## config.mk

```make
export PLATFORM = sky130hd
export DESIGN_NAME = pc_gen_unit
export DESIGN_NICKNAME = d
export VERILOG_FILES = /design/src/rtl/pc_gen_unit.sv
export SDC_FILE = /design/constraint.sdc
export NUM_CORES = 1
export LEC_CHECK = 0
export CAP_MARGIN = 25
export CORE_MARGIN = 2
export CORE_UTILIZATION = 40
export DETAILED_ROUTE_END_ITERATION = 7
export PLACE_DENSITY = 0.73
export SLEW_MARGIN = 30
export SYNTH_ARGS = -nofsm -noshare
export SYNTH_HDL_FRONTEND = slang
export SYNTH_SLANG_ARGS = --single-unit
```

## constraint.sdc

```tcl
create_clock -name clk -period 2.4 [get_ports clk]
set_input_delay 0.24 -clock clk [delete_from_list [all_inputs] [get_ports clk]]
set_output_delay 0.24 -clock clk [all_outputs]
set_load 0.02 [all_outputs]
```

## src/rtl/pc_gen_unit.sv

```systemverilog
// Program-counter generator for the fetch stage: boot/run/halt sequencing,
// prioritised trap/redirect handling, stall hold and a saturating redirect counter.
module pc_gen_unit #(
    parameter int              XLEN         = 32,
    parameter logic [XLEN-1:0] RESET_VECTOR = 32'h0000_0000,
    parameter logic [XLEN-1:0] TRAP_VECTOR  = 32'h0000_0100,
    parameter int              INC          = 4,
    parameter int              ALIGN_BITS   = 2,
    parameter int              CNT_W        = 16
) (
    input  logic             clk,
    input  logic             rst,
    input  logic             stall,
    input  logic             redirect_valid,
    input  logic [XLEN-1:0]  redirect_target,
    input  logic             trap,
    input  logic             halt_req,
    input  logic             resume,
    output logic [XLEN-1:0]  pc_out,
    output logic [XLEN-1:0]  pc_plus_inc,
    output logic             pc_valid,
    output logic             misaligned_err,
    output logic [CNT_W-1:0] redirect_count
);

    typedef enum logic [1:0] {BOOT, RUN, HALT} state_t;

    state_t           state_reg;
    logic [XLEN-1:0]  pc_reg;
    logic             valid_reg;
    logic             mis_reg;
    logic [CNT_W-1:0] cnt_reg;
    logic [CNT_W-1:0] cnt_next;
    logic             target_aligned;

    // With no alignment constraint every redirect target is acceptable.
    generate
        if (ALIGN_BITS > 0) begin : g_align_chk
            assign target_aligned = (redirect_target[ALIGN_BITS-1:0] == '0);
        end else begin : g_align_none
            assign target_aligned = 1'b1;
        end
    endgenerate

    assign pc_plus_inc = pc_reg + XLEN'(INC);
    assign cnt_next    = (&cnt_reg) ? cnt_reg : cnt_reg + CNT_W'(1);

    always_ff @(posedge clk or negedge rst) begin
        if (!rst) begin
            state_reg <= BOOT;
            pc_reg    <= RESET_VECTOR;
            valid_reg <= 1'b0;
            mis_reg   <= 1'b0;
            cnt_reg   <= '0;
        end else begin
            mis_reg <= 1'b0;
            case (state_reg)
                BOOT: begin
                    state_reg <= RUN;
                    valid_reg <= 1'b1;
                end
                RUN: begin
                    if (trap) begin
                        pc_reg  <= TRAP_VECTOR;
                        cnt_reg <= cnt_next;
                    end else if (redirect_valid && target_aligned) begin
                        pc_reg  <= redirect_target;
                        cnt_reg <= cnt_next;
                    end else if (redirect_valid) begin
                        // Misaligned target: divert to the trap handler and flag it.
                        pc_reg  <= TRAP_VECTOR;
                        mis_reg <= 1'b1;
                        cnt_reg <= cnt_next;
                    end else if (halt_req) begin
                        state_reg <= HALT;
                        valid_reg <= 1'b0;
                    end else if (!stall) begin
                        pc_reg <= pc_plus_inc;
                    end
                end
                HALT: begin
                    if (trap) begin
                        state_reg <= RUN;
                        valid_reg <= 1'b1;
                        pc_reg    <= TRAP_VECTOR;
                        cnt_reg   <= cnt_next;
                    end else if (resume) begin
                        state_reg <= RUN;
                        valid_reg <= 1'b1;
                    end
                end
                default: begin
                    state_reg <= BOOT;
                    valid_reg <= 1'b0;
                end
            endcase
        end
    end

    assign pc_out         = pc_reg;
    assign pc_valid       = valid_reg;
    assign misaligned_err = mis_reg;
    assign redirect_count = cnt_reg;

endmodule

```

; After elaboration in Yosys (flattened, before gate mapping)
; Cells that the tools add are included.
[classes]
div = 0
eq_ne = 11
add_sub_neg = 2
multipliers = 0
bitwise_logic = 0
shifts = 0
n_lt_le_gt_ge = 0
muxes = 31
reduce_logical = 8
[op_table]
columns = op, count
row1 = 32-bit two-way mux, 6
row2 = 16-bit two-way mux, 5
row3 = 32-bit one-hot mux with 2 select lines, 1
row4 = 32-bit by 3-bit adder with 32-bit output (second input constant), 1
row5 = 16-bit one-hot mux with 2 select lines, 1
row6 = 16-bit by 1-bit adder with 16-bit output (second input constant), 1
row7 = 16-bit AND reduction, 1
row8 = 2-bit two-way mux, 6
row9 = 1-bit two-way mux, 10
row10 = 2-bit != test (second input constant), 5
row11 = 5-bit != test (second input constant), 2
row12 = 2-bit one-hot mux with 3 select lines, 1
row13 = 5-bit AND reduction, 1
row14 = 2-bit zero test, 2
row15 = 4-bit != test (second input constant), 1
row16 = 4-bit AND reduction, 1
row17 = 3-bit != test (second input constant), 1
row18 = 1-bit one-hot mux with 3 select lines, 1
row19 = 3-bit AND reduction, 1
row20 = 2-bit by 1-bit equality test with 1-bit output (second input constant), 1
row21 = 2-bit equality test (second input constant), 1
row22 = 2-bit nonzero test, 1
row23 = 1-bit logical AND, 1
[word_totals]
mem_count = 0
reg_bits = 52
mem_bits_rw = 0
rom_bits = 0
latch_bits = 0
inputBits = 39

; Longest topological paths before layout
[depth]
depth_word = 7
depth_mapped = 8
depth_no_buf = 7

; Worst setup path after synthesis
; OpenSTA, ideal clock, no wires.
[synth_timing]
kind = reg2out
startpoint = reg pc_reg[11] (netlist: pc_out[11])
endpoint = out pc_plus_inc[24]
t_required_ns = 2.160
arrival_time_ns = 1.905
path_stages_with_launch = 7
setup_slack_ns = 0.255
n_path_buf = 1
path_cell_list = dfrtp_1 > buf_2 > nand4_1 > nor4_4 > and2_4 > nand3_2 > xnor2_1
[synth_between]
elab_chain_len = 1
[synth_lines]
columns = item, line_no
row1 = "start, declared", 29  ; logic [XLEN-1:0] pc_reg;
row2 = "start signal, assigned", 67  ; pc_reg <= redirect_target;
row3 = "start signal, assigned", 78  ; pc_reg <= pc_plus_inc;
row4 = 32-bit by 3-bit adder with 32-bit output, 45  ; assign pc_plus_inc = pc_reg + XLEN'(INC);
row5 = "end, declared", 20  ; output logic [XLEN-1:0] pc_plus_inc,
; No other way between the ends.

; Worst setup path after layout
[layout_timing]
startpoint = reg pc_reg[4] (netlist: pc_out[4])
endpoint = out pc_plus_inc[9]
; Same word-level chain as after synthesis.

==> results summary <==
Across the routed clock network, the largest skew measured is 10.6 ps. The overall track demand over capacity in global routing is 0.224. The number of max-slew violations in the final report is 0. Setup violations remaining at the end of the flow were counted as 0. Summed over all nets, the switching power comes to 1500 µW. The number of max-cap violations is 0. The via count of the first global-routing pass is 3281.

The share of the yosys chip area belonging to registers came out at 0.392. In this run the worst hold path is classified as in2reg. The count of flip-flops with a built-in enable after synthesis is 0. The overall die area came out at 0.00887 mm². After layout, the minimum clock period comes to 2280 ps. The critical path contains buffers and inverters numbering 2 combined. The number of antenna violations at the first check in global routing is 0.

The number of cells on the worst reg-to-reg path came out at 7. After global routing the overflow that remains totals 0. TritonCTS built the clock tree. The switching part of the total came out at 0.396. The flop and latch count out of synthesis is 51. The async set-reset flop share out of synthesis came out at 1.00. The power density over cell area came out at 761 mW/mm². The clock transition at the registers of the reported paths came out at 100 ps. The number of different library cells used by synthesis comes to 57. Timing would allow up to 438 MHz.

Traced cell by cell, the critical path runs through nand4_4, buf_4, nor2_1, xor2_1, clkdlybuf4s50_1. The maximum level of the CTS H-tree is 2. The die is 94.2 µm tall.

The measured slew at the worst slew-check pin came out at 700 ps. The power share of the combinational group is 0.496. In this run the most critical hold path is launched from redirect_target[9].

The top fanout value on the critical path is 7. The share of power burned in registers is 0.312. The weighted congestion reported at the end of routability-driven placement came out at 0.838. STA classifies the critical path endpoint as an output pin. After legalization and detailed placement, the total HPWL measured 7410 µm. The maximum buffer depth of the clock tree came out at 2. Yosys printed 0 warnings.

In this design, the largest share of critical-path delay is due to buffers and inverters. The endpoint required time on the critical path is 2160 ps. The initial utilization of the core area, before any placement, comes to 0.417. CTS placed an instance of clkbuf_8 at the clock tree root. Summed over all layers, the routed wires come to 9840 µm. The adder-cell share of the synthesized area is 0.0192. The number of port buffers came out at 120. After the last flow step, the layout net total stands at 541. The flip-flop count of the largest register, all copies and words added came out at 32.

The first-pass GRT wire length came out at 15800 µm. The count of routing violations after the opening detailed-route iteration came out at 111. The number of nets still failing antenna checks after routing came out at 0.

In this run the critical register-to-register path is launched from state_reg[0]$_DFFE_PN0P_. During I/O placement, the number of pins put on the boundary was 121. In this run the tightest slew margin relative to its limit is 0.534. The vias after detailed routing came out at 3273.

The capture instance of the worst register-to-register path is redirect_count[14]$_DFFE_PN0P_. The arrival time at the worst endpoint came out at 2040 ps. The run finished with clean final reports. The area of the mapped netlist came out at 0.00325 mm². The post-synthesis cell count came out at 337. The complex-gate fraction of the synthesized area is 0.170. The share of the synthesized netlist area taken by xor and xnor gates came out at 0.120. The leakage power total came out at 0.00237 µW. The path with the worst hold slack has its endpoint at pc_out[9]$_DFFE_PN0P_. The combinational family with the most area after synthesis is simple AND/OR/NAND/NOR gates.

The portion of synthesized area spent on multiplexers is 0.0161. The first-pass detailed-route iteration total is 4. Clock latency on the worst-skew pair, taken at its later pin, is 310 ps. Entering global routing, the biggest net connects 30 pins. The core region is 0.00781 mm². Setup repair after global routing left no endpoint under its margin.

Counting instances, the worst hold path has a depth of 3. The type of the setup path with the least slack is reg2out. From left edge to right edge, the die measures 94.2 µm. The most used flip-flop cell after synthesis is dfrtp_1. Of the total synthesized cell area, the portion taken by AND, OR, NAND and NOR gates is 0.246. The fraction of the cycle the final worst path needs came out at 0.952. The average via count per standard cell came out at 5.46. The number of clock sinks seen by CTS is 51. The worst setup path is launched from a flop.

The number of inserted diodes came out at 0. The net count after synthesis is 381. The slowest stage of the critical path is the clkdlybuf4s50_1 cell.

The share of power burned in the clock network came out at 0.192. The detailed-route DRC error count came out at 0. The placement row count is 32. The total negative slack came out at 0 ps. In the final layout, the share of cells above drive strength 1 is 0.175.

The final hold slack is 482 ps. The total internal power came out at 2290 µW. The total clock buffers created by CTS is 5. The slack of the worst reg-to-reg path is 240 ps.

The number of fillers in the final layout is 681. Averaged over all synthesized cells, the footprint is 9.66 µm². The delay of the slowest cell on the worst path came out at 640 ps. The worst-case vdd ir drop came out at 0.000795 V. The post-detailed-route wirelength per cell came out at 16.4 µm. The area added between synthesis and finish came out at 53.2%. The number of hold violations in the final report is 0.
[synth_stat cells, types with 8 or more instances]
cell / n / area (µm²)
dfrtp_1: 51 / 1280
nand2_1: 32 / 120
xnor2_1: 24 / 210
nor2_1: 21 / 78.8
a22o_1: 17 / 149
nand3_1: 17 / 85.1
xor2_1: 13 / 114
and3_1: 11 / 68.8
o21ai_0: 10 / 50.1
a21o_1: 9 / 67.6
clkbuf_1: 9 / 33.8
nand4_1: 9 / 56.3
a21oi_1: 8 / 40.0
inv_1: 8 / 30.0
[worst register-to-register path: cells and delay by family (launching register included)]
kind	cells	cell delay [ps]
AOI/OAI and AO/OA	1	130
xor gates and xnor gates	1	140
and+or+nand+nor	3	1030
adders and majority gates	1	290
buffers and inverters	1	70
DFF	1	410
[layout make-up]
type,count,area (µm²),share of cell area
flip-flops and latches,51,1280,0.256
multi-input cells,260,1870,0.376
clock inverters,3,67.6,0.0136
well taps,102,128,0.0256
inverters,9,33.8,0.00678
repair buffers,170,1540,0.308
clock buffers,5,68.8,0.0138
[cells by family after synthesis]
| group | count (synthesis) |
|---|---|
| compound gates | 76 |
| xor+xnor | 41 |
| fa+ha+maj | 5 |
| buf+inv | 26 |
| flops | 51 |
| mux | 5 |
| simple gates | 133 |
[routing by layer]
layer,GRT usage,share of wire,vias to the layer above
met4,0.0543,0.010,0
met1,0.280,0.42,1587
met3,0.0433,0.070,13
met2,0.397,0.50,123
met5,0,0,-
li1,-,-,1550
[per-stage QoR]
step                area (µm²)   util  instances  worst slack (ps)  total power [µW]
floorplan                 3250      -        337               255              2180
global placement          4850  0.622        590               161              3070
detailed placement        4850  0.622        590               116              3110
CTS                       4990  0.639        600              7.75              3810
global route              4990  0.639        600              4.12              4010
finish                    4990  0.639        600               116              3790
[power groups by stage]
stage | registers (µW) | clock network, µW | logic, µW
final | 1180 | 728 | 1880
after global routing | 1210 | 760 | 2040
after CTS | 1180 | 736 | 1890
after detailed placement | 1190 | 0 | 1920
after global placement | 1180 | 0 | 1880
after floorplan | 1410 | 0 | 773
[cells in the final DEF, fill, tap and decap left out, types with 3 or more instances in the layout]
master | Yosys | routed
a21o_1 | 9 | 9
a21oi_1 | 8 | 8
a221o_1 | 5 | 5
a22o_1 | 17 | 17
a31oi_1 | 5 | 5
and2_1 | 5 | 5
and3_1 | 11 | 11
and4_1 | 3 | 3
buf_4 | 2 | 48
clkbuf_2 | 0 | 5
clkbuf_8 | 0 | 5
clkdlybuf4s15_1 | 0 | 3
clkdlybuf4s50_1 | 0 | 96
dfrtp_1 | 51 | 51
dlygate4sd2_1 | 0 | 14
ha_1 | 5 | 4
inv_1 | 8 | 8
mux2i_1 | 3 | 3
nand2_1 | 32 | 32
nand2b_1 | 3 | 3
nand3_1 | 17 | 17
nand4_1 | 9 | 9
nand4_2 | 4 | 4
nor2_1 | 21 | 21
nor3_1 | 5 | 5
nor3_4 | 1 | 3
nor4_1 | 3 | 3
o21ai_0 | 10 | 10
o21ai_1 | 5 | 5
o311ai_1 | 5 | 5
xnor2_1 | 24 | 24
xnor2_2 | 4 | 4
xor2_1 | 13 | 13
[worst max path at each step]
stage,slack [ps],startpoint,end,cells past startpoint
2_1_floorplan,260,pc_out[11]$_DFFE_PN0P_,pc_plus_inc[24],6
3_3_place_gp,160,pc_out[4]$_DFFE_PN0P_,pc_plus_inc[13],6
3_5_place_dp,120,pc_out[8]$_DFFE_PN0P_,pc_plus_inc[29],6
4_1_cts,8,pc_out[2]$_DFFE_PN0P_,pc_plus_inc[8],6
5_1_grt,4,pc_out[8]$_DFFE_PN0P_,pc_plus_inc[28],6
6_report,120,pc_out[4]$_DFFE_PN0P_,pc_plus_inc[9],5
[timing repair]
item / CTS / global route
setup buffers: 1 / 0
hold buffers: 1 / 0
setup endpoints to repair: 22 / 14
pin swaps: 1 / 0
gates resized for setup: 23 / 19
hold endpoints to repair: 27 / 0
Power figures use the tool's default switching activity.
==> RTL edit (config.mk and constraints unchanged) <==
`CNT_W`: 16 -> 12.
--- a/src/rtl/pc_gen_unit.sv
+++ b/src/rtl/pc_gen_unit.sv
@@ -8,3 +8,3 @@
     parameter int              ALIGN_BITS   = 2,
-    parameter int              CNT_W        = 16
+    parameter int              CNT_W        = 12
 ) (
Interface: changed (resized redirect_count); port bits go from 121 to 117. No check against the original RTL was run, so the function may have changed too.
==> RTL edit against the unedited design <==
Register-to-register slack worse by 70 ps. Routed wire length is 9.2% lower. Utilization is 0.44 points higher. Critical endpoint is now pc_plus_inc[28]. Cell area down 8.0%. Power is 23% lower. First-iteration DRC count rose by 110%. Combinational power down 28%. Synthesized area decreased by 10%. Worst setup slack got worse by 52 ps. Critical path type unchanged. Sequential cell count shrank 4. Count of clock-buffer cells in the layout up 1. Final cell count down 5.2%.
==> RTL edit: results (changes against the unedited design) <==
Global routing
  – Global routing usage summed across all routing layers: 22.5% (+0.086 points)
  – Number of antenna violations at the first check in global routing: 0 (unchanged)
  – Global-route wire length before repair: 14000 um (-12%)
  – Number of global-route vias before repair: 2895 (-12%)
  – Maximum number of pins on one net before global-route repair: 42 (+40%)

Synthesis
  – Top cells by area in the synthesized netlist: dfrtp_1 40%, xnor2_1 6.0%, xor2_1 4.5%
  – Synthesized instance count: 318 (-5.6%)
  – Multiplexer area fraction after synthesis: 1.12% (-0.50 points)
  – Compound-gate portion of the synthesized area: 19.7% (+2.6 points)
  – Post-synthesis cell type count: 48 (-16%)
  – Arithmetic-cell share of the synthesized area counting full adders, half adders and majority gates: 2.15% (+0.22 points)
  – Total nets after synthesis: 362 (-5.0%)
  – Synth top cells by count: 47 x dfrtp_1, 34 x nand2_1, 25 x o21ai_0, 20 x nor2_1, 20 x xnor2_1
  – Share of synthesized registers carrying an async set or reset: 100% (unchanged)
  – Share of the yosys chip area belonging to registers: 40.4% (+1.1 points)
  – Parity-gate share of the synthesized area counting xor and xnor cells: 10.5% (-1.4 points)

Placement
  – Port Buf Inserts: 116 (-3.3%)
  – Worst slack, placed: 19.0 ps (-96.9 ps)
  – Routability Congestion: 0.878 (+4.8%)
  – Placed cell areas: 4440 um^2 (-8.4%)
  – Dpl cells: 556 (-5.8%)
  – Post-DP HPWL: 6660 um (-10%)

Finish
  – Proportion of layout cells with a drive suffix above 1: 15.7% (-1.7 points)
  – Final net count: 514 (-5.0%)

Drt
  – WL/cell: 15.7 um (-4.3%)
  – Count of nets left with antenna violations after detail routing: 0 (unchanged)
  – Total via count after detailed routing: 3050 (-6.8%)
  – First-iteration detailed-routing DRC count: 238 (+110%)
  – Final routed wirelength across all metal layers: 8930 um (-9.2%)

Setup path
  – Register-to-Register Path Depth: 7 (unchanged)
  – Terminus of the critical flop-to-flop path: redirect_count[1]$_DFFE_PN0P_
  – Minimum setup slack among reg-to-reg paths: 170 ps (-70 ps)
  – R2R Path Start: state_reg[1]$_DFFE_PN0P_
  – Largest driver fanout on the critical path: 9 (+2)
  – Critical path data arrival time: 2100 ps (+60 ps)

Power and ir drop
  – Maximum resistive drop on vdd: 0.000351 V (-56%)
  – Standby leakage power: 2.08 nW (-12%)

CTS
  – Number of CTS-inserted buffers: 5 (unchanged)
  – Deepest clock path buffer count: 2 (unchanged)
  – Clock root buffer: clkbuf_8
  – Depth of the CTS H-tree: 2 (unchanged)

STA
  – Final clock skew: 4.39 ps (-6.16 ps)
  – Transition time at the pin with the least slew margin: 599 ps (-100 ps)
  – Smallest hold slack: 474 ps (-7.67 ps)
  – Worst Slack Setup Final: 63.5 ps (-52.3 ps)

Min path
  – Worst hold path type: primary input to asynchronous set/reset pin

Outcome
  – Run status: completed
-- RTL edit: changes by cell type after synthesis, sizes merged, moves of 7 or more --
| cell | before | now |
|---|---|---|
| a22o | 17 | 7 |
| a22oi | 2 | 9 |
| o21ai | 16 | 26 |
| a21o | 9 | 1 |
| inv | 8 | 15 |
| xnor2 | 28 | 20 |
-- RTL edit: report_power, final --
part / leakage (nW) / total, mW / internal [mW] / switching, mW
Clock: 0.0470 / 0.493 / 0.227 / 0.266
Sequential: 0.632 / 1.05 / 0.911 / 0.139
Combinational: 1.40 / 1.36 / 0.640 / 0.722
-- RTL edit: cells by family after synthesis --
group,after synthesis
xor+xnor,35
flops,47
fa+ha+maj,5
buf+inv,30
simple gates,116
compound gates,82
mux,3
-- RTL edit: how the worst max path moves through the flow --
| stage | from | end |
|---|---|---|
| final | pc_out[13]$_DFFE_PN0P_ | pc_plus_inc[28] |
| after global routing | pc_out[2]$_DFFE_PN0P_ | pc_plus_inc[28] |
| after CTS | pc_out[2]$_DFFE_PN0P_ | pc_plus_inc[28] |
| after detailed placement | pc_out[2]$_DFFE_PN0P_ | pc_plus_inc[28] |
| after global placement | pc_out[12]$_DFFE_PN0P_ | pc_plus_inc[27] |
| after floorplan | state_reg[0]$_DFFE_PN0P_ | pc_out[27]$_DFFE_PN0P_ |
-- RTL edit: layout make-up --
type / instances / area (um^2)
fillers: 656 / 2550
multi-input cells: 241 / 1650
repair buffers: 160 / 1500
flip-flops and latches: 47 / 1180
well taps: 99 / 124
clock buffers: 6 / 82.6
inverters: 15 / 56.3
clock inverters: 1 / 5.00
-- RTL edit: per-layer routing --
metal / wire length (um) / up-vias / GRT usage [%]
li1: - / 1469 / -
met1: 4010 / 1453 / 30.7
met2: 4380 / 118 / 37.4
met3: 436 / 10 / 3.42
met4: 108 / 0 / 5.83
met5: 0 / - / 0
-- RTL edit: timing repair --
action,in CTS,in global routing
buffers inserted,1,4
endpoints found under the hold margin,23,0
setup endpoints to repair,24,17
hold buffers,1,0
cloned,0,0
gates resized for setup,25,17
pin swaps,1,3
-- RTL edit: worst max-delay path, cell delays in order, from the launching register on --
cell and delay, ps:
dfrtp_1 430, nand3_1 210, nor4_4 270, buf_6 180, and4_1 200, xnor2_1 130
inv_1 50, dlygate4sd2_1 310
